==> src/rtl/pkt_hdr_pkg.sv <==
// Shared types and header layout for the packet header inserter.
// Holds the FSM state encoding, header field offsets and the default magic word.
// Optional timestamp field width is fixed at 48 bits in the header (PKT_HDR_TS_EN).
package pkt_hdr_pkg;

    typedef enum logic [1:0] {
        IDLE = 2'd0,
        HDR  = 2'd1,
        PAY  = 2'd2
    } hdr_state_t;

    // Bit offsets of each field inside the 128-bit header beat
    localparam int MAGIC_LSB = 0;
    localparam int SEQ_LSB   = 32;
    localparam int TS_LSB    = 64;
    localparam int LEN_LSB   = 112;

    localparam int MAGIC_W   = 32;
    localparam int SEQ_W     = 32;
    localparam int TS_W      = 48;
    localparam int LEN_W     = 16;

    localparam logic [31:0] MAGIC_DEFAULT = 32'hDDC0FFEE;

endpackage

==> src/rtl/pkt_header_insert.sv <==
// Purpose: prepend one 128-bit header beat (magic, seq, timestamp, length) to every framed packet.
// Latency: header one cycle after IDLE sees valid input; payload passes through with zero added cycles.
// Backpressure: header held stable until m_axis_tready; in payload s_axis_tready follows m_axis_tready.
// Build option: define PKT_HDR_TS_EN to include the free-running timestamp counter (else header ts = 0).
module pkt_header_insert
    import pkt_hdr_pkg::*;
#(
    parameter int          C_WIDTH    = 32,
    parameter logic [31:0] C_MAGIC    = MAGIC_DEFAULT,
    parameter int          C_TS_WIDTH = 48
) (
    input  logic               s_axis_aclk,
    input  logic               s_axis_areset,
    input  logic               enable,
    input  logic [C_WIDTH-1:0] packet_length,
    input  logic [127:0]       s_axis_tdata,
    input  logic               s_axis_tvalid,
    output logic               s_axis_tready,
    input  logic               s_axis_tlast,
    output logic [127:0]       m_axis_tdata,
    output logic               m_axis_tvalid,
    input  logic               m_axis_tready,
    output logic               m_axis_tlast,
    output logic [31:0]        seq_num,
    output logic               len_err
);

    localparam logic [C_WIDTH-1:0] BEAT_ONE = {{(C_WIDTH-1){1'b0}}, 1'b1};

    hdr_state_t          state;
    logic [SEQ_W-1:0]    seq_cnt;
    logic [C_WIDTH-1:0]  beat_cnt;
    logic [C_WIDTH-1:0]  beat_nxt;
    logic [SEQ_W-1:0]    hdr_seq;
    logic [TS_W-1:0]     hdr_ts;
    logic [C_WIDTH-1:0]  hdr_len;
    logic [TS_W-1:0]     ts_now;
    logic [127:0]        hdr_word;

`ifdef PKT_HDR_TS_EN
    logic [C_TS_WIDTH-1:0] ts_cnt;

    // Free-running timestamp, wraps naturally at 2^C_TS_WIDTH
    always_ff @(posedge s_axis_aclk) begin
        if (s_axis_areset) begin
            ts_cnt <= '0;
        end else begin
            ts_cnt <= ts_cnt + {{(C_TS_WIDTH-1){1'b0}}, 1'b1};
        end
    end

    assign ts_now = TS_W'(ts_cnt);
`else
    assign ts_now = '0;
`endif

    assign beat_nxt = beat_cnt + BEAT_ONE;
    assign seq_num  = hdr_seq;

    // Header/payload sequencing; header fields are latched when a packet starts
    always_ff @(posedge s_axis_aclk) begin
        if (s_axis_areset) begin
            state    <= IDLE;
            seq_cnt  <= '0;
            beat_cnt <= '0;
            hdr_seq  <= '0;
            hdr_ts   <= '0;
            hdr_len  <= '0;
            len_err  <= 1'b0;
        end else begin
            case (state)
                IDLE: begin
                    if (enable && s_axis_tvalid) begin
                        hdr_seq <= seq_cnt;
                        hdr_ts  <= ts_now;
                        hdr_len <= packet_length;
                        state   <= HDR;
                    end
                end
                HDR: begin
                    if (m_axis_tready) begin
                        seq_cnt  <= seq_cnt + 32'd1;
                        beat_cnt <= '0;
                        state    <= PAY;
                    end
                end
                PAY: begin
                    if (s_axis_tvalid && m_axis_tready) begin
                        beat_cnt <= beat_nxt;
                        // Packet ends only on input TLAST; a count mismatch is flagged, never truncated
                        if (s_axis_tlast) begin
                            if (beat_nxt != hdr_len) begin
                                len_err <= 1'b1;
                            end
                            state <= IDLE;
                        end
                    end
                end
                default: state <= IDLE;
            endcase
        end
    end

    // Header beat assembled purely from latched registers so it holds under backpressure
    always_comb begin
        hdr_word = '0;
        hdr_word[MAGIC_LSB +: MAGIC_W] = C_MAGIC;
        hdr_word[SEQ_LSB   +: SEQ_W]   = hdr_seq;
        hdr_word[TS_LSB    +: TS_W]    = hdr_ts;
        hdr_word[LEN_LSB   +: LEN_W]   = hdr_len[LEN_W-1:0];
    end

    // Output mux: idle outputs zero, header from registers, payload is a straight wire
    always_comb begin
        m_axis_tdata  = '0;
        m_axis_tvalid = 1'b0;
        m_axis_tlast  = 1'b0;
        s_axis_tready = 1'b0;
        case (state)
            HDR: begin
                m_axis_tdata  = hdr_word;
                m_axis_tvalid = 1'b1;
            end
            PAY: begin
                m_axis_tdata  = s_axis_tdata;
                m_axis_tvalid = s_axis_tvalid;
                m_axis_tlast  = s_axis_tlast;
                s_axis_tready = m_axis_tready;
            end
            default: ;
        endcase
    end

endmodule

==> config.mk <==
export PLATFORM = sky130hd
export DESIGN_NAME = pkt_header_insert
export DESIGN_NICKNAME = d
export VERILOG_FILES = /design/src/rtl/pkt_hdr_pkg.sv /design/src/rtl/pkt_header_insert.sv
export SDC_FILE = /design/constraint.sdc
export NUM_CORES = 1
export LEC_CHECK = 0
export ABC_AREA = 1
export CORE_UTILIZATION = 40
export CTS_CLUSTER_DIAMETER = 200
export DETAILED_ROUTE_END_ITERATION = 7
export GPL_ROUTABILITY_DRIVEN = 0
export PLACE_DENSITY = 0.82
export SKIP_LAST_GASP = 1
export SYNTH_ARGS = -nofsm -noshare
export SYNTH_HDL_FRONTEND = slang
export SYNTH_SLANG_ARGS = --single-unit
==> constraint.sdc <==
create_clock -name s_axis_aclk -period 1.85 [get_ports s_axis_aclk]
set_clock_uncertainty 0.05 [all_clocks]
set_input_delay 0.37 -clock s_axis_aclk [delete_from_list [all_inputs] [get_ports s_axis_aclk]]
set_output_delay 0.37 -clock s_axis_aclk [all_outputs]
set_load 0.02 [all_outputs]
## Yosys cells after proc, flatten, opt, wreduce, memory -nomap -nowiden

Index checks and enable logic that the tools add are counted.

| word-level totals | value |
|---|---|
| bits in latches | 0 |
| bits in writable memories | 0 |
| flip-flop bits (word level) | 131 |
| memories kept | 0 |
| memory bits (read-only) | 0 |
| output and inout port bits | 164 |
| input bits | 166 |

| operators by class | value |
|---|---|
| bitwise gates (word level) | 0 |
| reduce and logical (&&, ||, !) cells | 9 |
| magnitude comparators | 0 |
| div/mod/pow operators | 0 |
| equal/unequal tests | 7 |
| shifts and indexed selects | 0 |
| $mul | 0 |
| add/subtract/negate cells | 2 |
| muxes and demuxes | 12 |

Operators with widths:

| operator | number |
|---|---|
| 128-bit case mux with 2 select lines | 1 |
| 32-bit by 1-bit adder with 32-bit output (second input constant) | 2 |
| 32-bit two-way mux | 2 |
| 32-bit case mux with 2 select lines | 1 |
| 32-bit != test | 1 |
| 2-bit two-way mux | 4 |
| 2-bit != test (second input constant) | 4 |
| 4-bit AND reduction | 2 |
| 2-bit case mux with 3 select lines | 1 |
| 2-bit AND reduction | 2 |
| 3-bit AND reduction | 1 |
| 2-bit by 1-bit == test with 1-bit output (second input constant) | 1 |
| 2-bit == test (second input constant) | 1 |
| 1-bit logical AND | 2 |
| 2-bit zero test | 1 |
| 1-bit two-way mux | 2 |
| 1-bit case mux with 2 select lines | 1 |
| 2-bit nonzero test | 1 |

## Depth between registers and ports, before layout

Gate-level depths: netlist of the first run.

| depth | value |
|---|---|
| depth after elaboration | 3 |
| gate-level depth with buffers | 16 |
| gate-level depth less buffers | 16 |

## Worst setup path before layout of the first run

OpenSTA, ideal clock, no wires.

| timing | value |
|---|---|
| path type | reg2out |
| from | register state[1] |
| to | output port m_axis_tdata[124] |
| data required time | 1.430 ns |
| stages on the path, launching flop included | 7 |
| path buffers | 2 |
| path slack | -0.124 ns |
| arrival | 1.554 ns |
| cell sequence | dfxtp_1 -> inv_1 -> ha_1 -> clkbuf_1 -> clkbuf_1 -> nand2_1 -> a21oi_1 |

| between the ends | value |
|---|---|
| longest elaborated chain between the ends | 2 |
| elaborated cells on any way between the ends | 3 |
| those cells by class | 2 x eq/ne; 1 x mux |

Ends and longest elaborated chain:

| item | line | source |
|---|---|---|
| start: declaration | pkt_header_insert.sv:30 | `hdr_state_t state;` |
| start signal: assignment | pkt_header_insert.sv:63 | `state <= IDLE;` |
| start signal: assignment | pkt_header_insert.sv:77 | `state <= HDR;` |
| start signal: assignment | pkt_header_insert.sv:84 | `state <= PAY;` |
| 2-bit == test / 2-bit by 1-bit == test with 1-bit output (equally long branches) | pkt_header_insert.sv:119 | `case (state)` |
| 128-bit case mux with 2 select lines * | pkt_header_insert.sv:119 |  |
| end: declaration | pkt_header_insert.sv:20 | `output logic [127:0] m_axis_tdata,` |

Mark *: on every way between the ends. The rest lies on a longest branch, timed or not.

## Worst setup path in the final report of the first run

| timing | value |
|---|---|
| from | register state[1] |
| to | register seq_cnt[29] |

| between the ends | value |
|---|---|
| longest elaborated chain between the ends | 2 |

Ends and longest elaborated chain:

| item | line | source |
|---|---|---|
| 2-bit by 1-bit == test with 1-bit output | pkt_header_insert.sv:71 | `case (state)` |
| 2-bit AND reduction (no source line) | n/a |  |
| end signal: assignment | pkt_header_insert.sv:82 | `seq_cnt <= seq_cnt + 32'd1;` |
| end: declaration | pkt_header_insert.sv:31 | `logic [SEQ_W-1:0] seq_cnt;` |

No other way between the ends.
A chain may end at the register's enable or synchronous reset.

==> results of run 1 <==
-- synthesized netlist by cell type (all sizes together) --
library cell | number | area share (%)
nand2 | 435 | 20
inv | 218 | 10
a21oi | 171 | 10
nor2 | 146 | 7.5
dfxtp | 131 | 32
nand3 | 99 | 6.1
o21ai | 84 | 5.1
clkbuf | 56 | 2.7
nor3 | 15 | 1.3
xnor2 | 6 | 0.73
buf | 5 | 0.23
ha | 5 | 0.76
nand4 | 4 | 0.38
o21a | 4 | 0.37
xor2 | 4 | 0.43
xnor3 | 3 | 0.82
a31oi | 2 | 0.15
and2 | 1 | 0.076
clkinv | 1 | 0.046
nand3b | 1 | 0.14
nor4 | 1 | 0.15
o2111ai | 1 | 0.11
o21bai | 1 | 0.092
or2 | 1 | 0.076
or4 | 1 | 0.14
-- layout by cell type (no fill, tap or decap), drive strengths merged --
| master | count |
|---|---|
| o2111ai | 1 |
| ha | 5 |
| nand3 | 99 |
| xor2 | 4 |
| nor3 | 15 |
| clkinv | 6 |
| o21ai | 84 |
| xnor2 | 6 |
| nor4 | 1 |
| nor2 | 146 |
| o21a | 4 |
| and2 | 1 |
| nand2 | 435 |
| dlymetal6s2s | 33 |
| o21bai | 1 |
| diode | 3 |
| clkdlybuf4s50 | 165 |
| or4 | 1 |
| bufinv | 1 |
| buf | 355 |
| a21oi | 171 |
| clkbuf | 34 |
| xnor3 | 3 |
| nand3b | 1 |
| or2 | 1 |
| inv | 227 |
| nand4 | 4 |
| dfxtp | 131 |
| a31oi | 2 |
-- flip-flops by register name, summed over array words and instances (netlist names) --
signal,cells
beat_cnt,32
hdr_len,32
len_err,1
seq_cnt,32
seq_num,32
state,2
-- metal layers --
| layer | up-vias | GRT usage (%) | share of wire [%] |
|---|---|---|---|
| met4 | 0 | 12.5 | 10 |
| met2 | 1159 | 53.8 | 45 |
| met1 | 5942 | 39.5 | 33 |
| met5 | - | 0 | 0 |
| met3 | 467 | 6.98 | 12 |
| li1 | 5444 | - | - |
-- worst register-to-register path, stage by stage (launching register included) --
cell     delay (ns)
dfxtp_4        0.36
inv_4          0.08
ha_4           0.20
buf_6          0.14
nand2_8        0.07
nor2_4         0.18
nand2_2        0.11
nor2_4         0.16
nand2_2        0.09
nor2_4         0.20
nand3_4        0.14
nor2_4         0.19
inv_2          0.10
nor3_2         0.31
o21a_1         0.16
-- power groups by stage --
stage | logic [mW] | registers (mW) | clock network [mW]
2_1_floorplan | 3.72 | 3.48 | 0
3_5_place_dp | 7.54 | 3.40 | 0
5_1_grt | 14.3 | 3.46 | 3.56
4_1_cts | 9.05 | 3.36 | 3.38
3_3_place_gp | 7.42 | 3.39 | 0
6_report | 13.9 | 3.45 | 3.49
-- metrics by stage --
step | area (sq um) | setup slack [ns] | util, %
after floorplan | 8490 | -0.0506 | -
final | 16900 | -0.734 | 85.2
after CTS | 14200 | -0.346 | 71.8
after detailed placement | 13300 | -0.528 | 67.1
after global placement | 13300 | -0.506 | 67.1
after global routing | 16900 | -0.798 | 85.2
-- path summary, 6_finish.rpt --
check                    from  cells past startpoint     endpoint
setup / recovery     state[1]                     14  seq_cnt[29]
hold / removal    hdr_len[18]                      2  hdr_len[18]
hold reg to reg   hdr_len[18]                      2  hdr_len[18]
setup reg to reg     state[1]                     14  seq_cnt[29]
-- cell type report --
cell class | count | area [sq um] | share of cell area [%]
diodes | 3 | 7.51 | 0.0445
clock buffers | 18 | 439 | 2.60
clock inverters | 14 | 143 | 0.846
inverters | 219 | 862 | 5.11
multi-input cells | 985 | 6240 | 37.0
flip-flops and latches | 131 | 2640 | 15.7
well taps | 265 | 332 | 1.97
repair buffers | 569 | 6180 | 36.7
repair inverters | 1 | 11.3 | 0.0668
-- logic make-up (layout without fill, tap and decap cells) --
logic type	after synthesis	after routing	synth area share, %
DFF	131	131	32.0
AOI/OAI and AO/OA	263	263	16.3
and+or+nand+nor	704	704	36.0
other	0	3	0
adders and majority gates	5	5	0.764
xor gates and xnor gates	13	13	1.99
buffers and inverters	280	821	13.0
-- timing repair --
item,4_1_cts,5_1_grt
setup buffers,13,43
pin swaps,7,91
endpoints found under the setup margin,184,217
resized for setup,660,655
endpoints found under the hold margin,0,0
gates cloned,8,22
==> impl_metrics.yaml, run 1 <==
run_status:
  outcome: "complete, but fails checks"
  violations: "DRC, setup timing"
global_route:
  antenna_found_initial: 2
  track_usage_pct: 31.9
  grt_pass1_vias: 10700
  grt_max_degree: 46
  grt_pass1_wl_mm: 54.0
  grt_remaining_overflow: 0
floorplan:
  die_y_um: 145
  core_area_sq_mm: 0.0198
  rows: 51
  boundaryPins: 330
  die_w_um: 145
  initial_core_util_pct: 41.4
  die_area_sq_mm: 0.0210
pwr:
  seq_power_share_pct: 16.5
  p_int_mw: 11.6
  sw_frac_of_total_pct: 44.7
  p_per_area_mw_per_mm2: 1240
  ir_drop_mv: 1.20
  p_switching_mw: 9.33
  total_power_mw: 20.9
  leakagePower_nw: 8.11
  combinationalPowerShare_pct: 66.8
  clkPwrFrac_pct: 16.7
yosys:
  synth.avg_cell_area_sq_um: 5.87
  yosysWarnings: 0
  syn-num-nets: 1567
  yosysSeqAreaShare_pct: 32.0
  postSynthCellCount: 1396
  ys_types: 35
  ys_seq_elements: 131
  synthesis.area_sq_mm: 0.00819
layout:
  instances_no_fill: 2205
  final_nets: 2095
  drive_gt1_share_pct: 41.0
  fill_cells: 922
  area_delta_synth_final_pct: 106
cts:
  cts_hold_buf: 0
  cts_sinks: 131
  cts_tree: "built"
  cts_buffers: 17
  clock_tree.buffer_depth: 2
  cts_root_buffer: "clkbuf_16"
  worstSkewPairLatency_ns: 0.46
  h-tree-depth: 4
  clk_pin_slew_ns: 0.07
sta:
  fmaxAchievable_ghz: 0.387
  tns_ns: -63.10
  hold_viol: 0
  whs_ns: 0.424
  timing.final.crit_share_pct: 140
  finalSetupViolations: 185
  rsz0062_at_grt: "true"
  slew_headroom_pct: 57.7
  worst_pin_slew_ns: 0.628
  slew_viol_final: 0
  worst_slack_ns: -0.734
  timing.final.crit_period_ns: 2.58
routing:
  post_drt_wl_per_cell_um: 23.1
  first_pass_iters: 8
  routed_wl_mm: 50.9
  vias: 13000
  viasPerCell: 5.90
  ant_nets: 0
  drt_iter0_drc: 1713
  drc: 9
place:
  dp_hpwl_mm: 24.6
  dpl.cell_count: 2087
  io_buffers: 329
critical_path:
  cp_cell_sequence: "inv_4, ha_4, buf_6, nand2_8, nor2_4, nand2_2, nor2_4, nand2_2, nor2_4, nand3_4, nor2_4, inv_2, nor3_2, o21a_1"
  critPathBufInv: 3
  cp_data_arrival_time_ns: 2.93
  reg2reg_slack_ns: -0.73
  cp-end-kind: "flop"
  cpLargestDelayFamily: "simple AND/OR/NAND/NOR gates"
  cp.required_ns: 2.20
  critical_path_class: "flop to flop"
  critPathMaxStageDelay_ns: 0.36
  cpMostUsedCell: "nor2_4"
  worst_path_max_delay_cell: "dfxtp_4"
  worst-path-max-fanout: 5
  startpoint_type: "flop"
worst_hold_path:
  hold_class: "flop to flop"
run:
  cap_violations: 0
Note: power is estimated with default switching activity, not from simulation.
==> inputs of run 2 (changes only) <==
REMOVE_ABC_BUFFERS = 1   (was unset)
==> impl_metrics.yaml, run 2 (same netlist as run 1, synthesis figures left out) <==
global_route:
  track_usage_pct: 31.9
  grt_remaining_overflow: 0
  grt_pass1_vias: 10500
  grt_pass1_wl_mm: 53.8
  antenna_found_initial: 2
  grt_max_degree: 55
run:
  cap_violations: 0
sta:
  finalSetupViolations: 186
  hold_viol: 0
  rsz0062_at_grt: "true"
  fmaxAchievable_ghz: 0.367
  whs_ns: 0.419
  worst_slack_ns: -0.876
  timing.final.crit_share_pct: 147
  slew_viol_final: 0
  slew_headroom_pct: 46.0
  timing.final.crit_period_ns: 2.73
  worst_pin_slew_ns: 0.802
cts:
  cts_hold_buf: 0
  cts_tree: "built"
  cts_buffers: 17
  cts_root_buffer: "clkbuf_16"
  clk_pin_slew_ns: 0.07
  clock_tree.buffer_depth: 2
  cts_sinks: 131
  worstSkewPairLatency_ns: 0.45
  h-tree-depth: 4
routing:
  met1_length_mm: 17.1
  drc: 36
  ant_nets: 0
  routed_wl_mm: 48.8
  met2WireLength_mm: 21.9
  drt_iter0_drc: 1618
  topRoutingLayerUsed: "met5"
  vias: 12800
  wl_met3_mm: 6.35
  viasPerCell: 5.91
  first_pass_iters: 8
  post_drt_wl_per_cell_um: 22.5
run_status:
  outcome: "complete, but fails checks"
  violations: "DRC, setup timing"
critical_path:
  startpoint_type: "flop"
  cp_data_arrival_time_ns: 3.00
  critical_path_class: "flop to flop"
  worst-path-max-fanout: 5
  cp.required_ns: 2.12
  cp-end-kind: "flop"
  reg2reg_slack_ns: -0.88
place:
  io_buffers: 329
  placed_area_sq_mm: 0.0129
  dp_hpwl_mm: 24.5
floorplan:
  die_area_sq_mm: 0.0210
  die_w_um: 145
  initial_core_util_pct: 41.4
  boundaryPins: 330
  rows: 51
  core_area_sq_mm: 0.0198
  die_y_um: 145
layout:
  mostFrequentLayoutCell: "nand2_1"
  area_delta_synth_final_pct: 97.1
  stdcell_area_sq_mm: 0.0161
  regArea_sq_mm: 0.00263
  final_nets: 2064
  multi_input_area_sq_mm: 0.00608
  fill_cells: 1005
  final_cell_mix: "318 x nand2_1, 197 x buf_4, 177 x inv_1"
  drive_gt1_share_pct: 37.5
pwr:
  leakagePower_nw: 7.63
  p_per_area_mw_per_mm2: 1150
  ir_drop_mv: 0.877
worst_hold_path:
  hold_class: "flop to flop"
-- run 2: worst paths after layout --
kind,startpoint,cells after the start,end
worst max-delay path,beat_cnt[16],13,len_err
worst min-delay path,seq_num[18],2,seq_num[18]
worst max register to register,beat_cnt[16],13,len_err
worst min register to register,seq_num[18],2,seq_num[18]
-- run 2: stage by stage --
| stage | total power [mW] | instances | utilization, % | setup TNS (ns) | setup slack [ns] |
|---|---|---|---|---|---|
| finish | 18.6 | 2172 | 81.6 | -68.68 | -0.876 |
| global route | 19.0 | 2171 | 81.6 | -74.21 | -0.872 |
| CTS | 15.0 | 2126 | 70.4 | -52.10 | -0.409 |
| detailed placement | 10.4 | 2075 | 65.2 | -42.06 | -0.589 |
| global placement | 10.2 | 2075 | 65.2 | -35.16 | -0.515 |
| floorplan | 6.63 | 1335 | - | -377.75 | -2.44 |
-- run 2: report_power, final --
part / internal [mW] / switching (mW) / leakage [nW]
Sequential: 3.12 / 0.278 / 1.07
Clock: 2.05 / 1.57 / 0.298
Combinational: 4.96 / 6.58 / 6.27
Total: 10.1 / 8.43 / 7.63
-- run 2: cell type report --
class	count	area share, %
Timing Repair Buffer	539	35.0
Sequential cell	131	16.3
Multi-Input combinational cell	985	37.7
Inverter	219	5.19
Tap cell	265	2.05
Antenna cell	1	0.0155
Clock inverter	15	1.13
Clock buffer	17	2.64
-- run 2: repair_timing --
| item | CTS | global route |
|---|---|---|
| pin swaps | 17 | 112 |
| endpoints found under the setup margin | 163 | 220 |
| cloned | 6 | 16 |
| resized for setup | 526 | 711 |
| setup buffers | 13 | 36 |
-- run 2: critical path: stages, from the launching register on --
cell and delay [ns]:
dfxtp_1 0.44, nand2_1 0.17, nor2_4 0.21, nand2_1 0.14, nor2_1 0.28, nand3_1 0.23
nand3_1 0.15, nand2_1 0.09, nor2_1 0.16, nand2_1 0.20, nor2_1 0.20, nand3_1 0.12
nand2_1 0.11, a21oi_2 0.05
-- run 2: metal layers --
layer	global-route usage, %	up-vias
li1	-	5361
met1	40.4	5904
met2	53.1	1174
met3	6.76	391
met4	11.8	2
met5	0	-
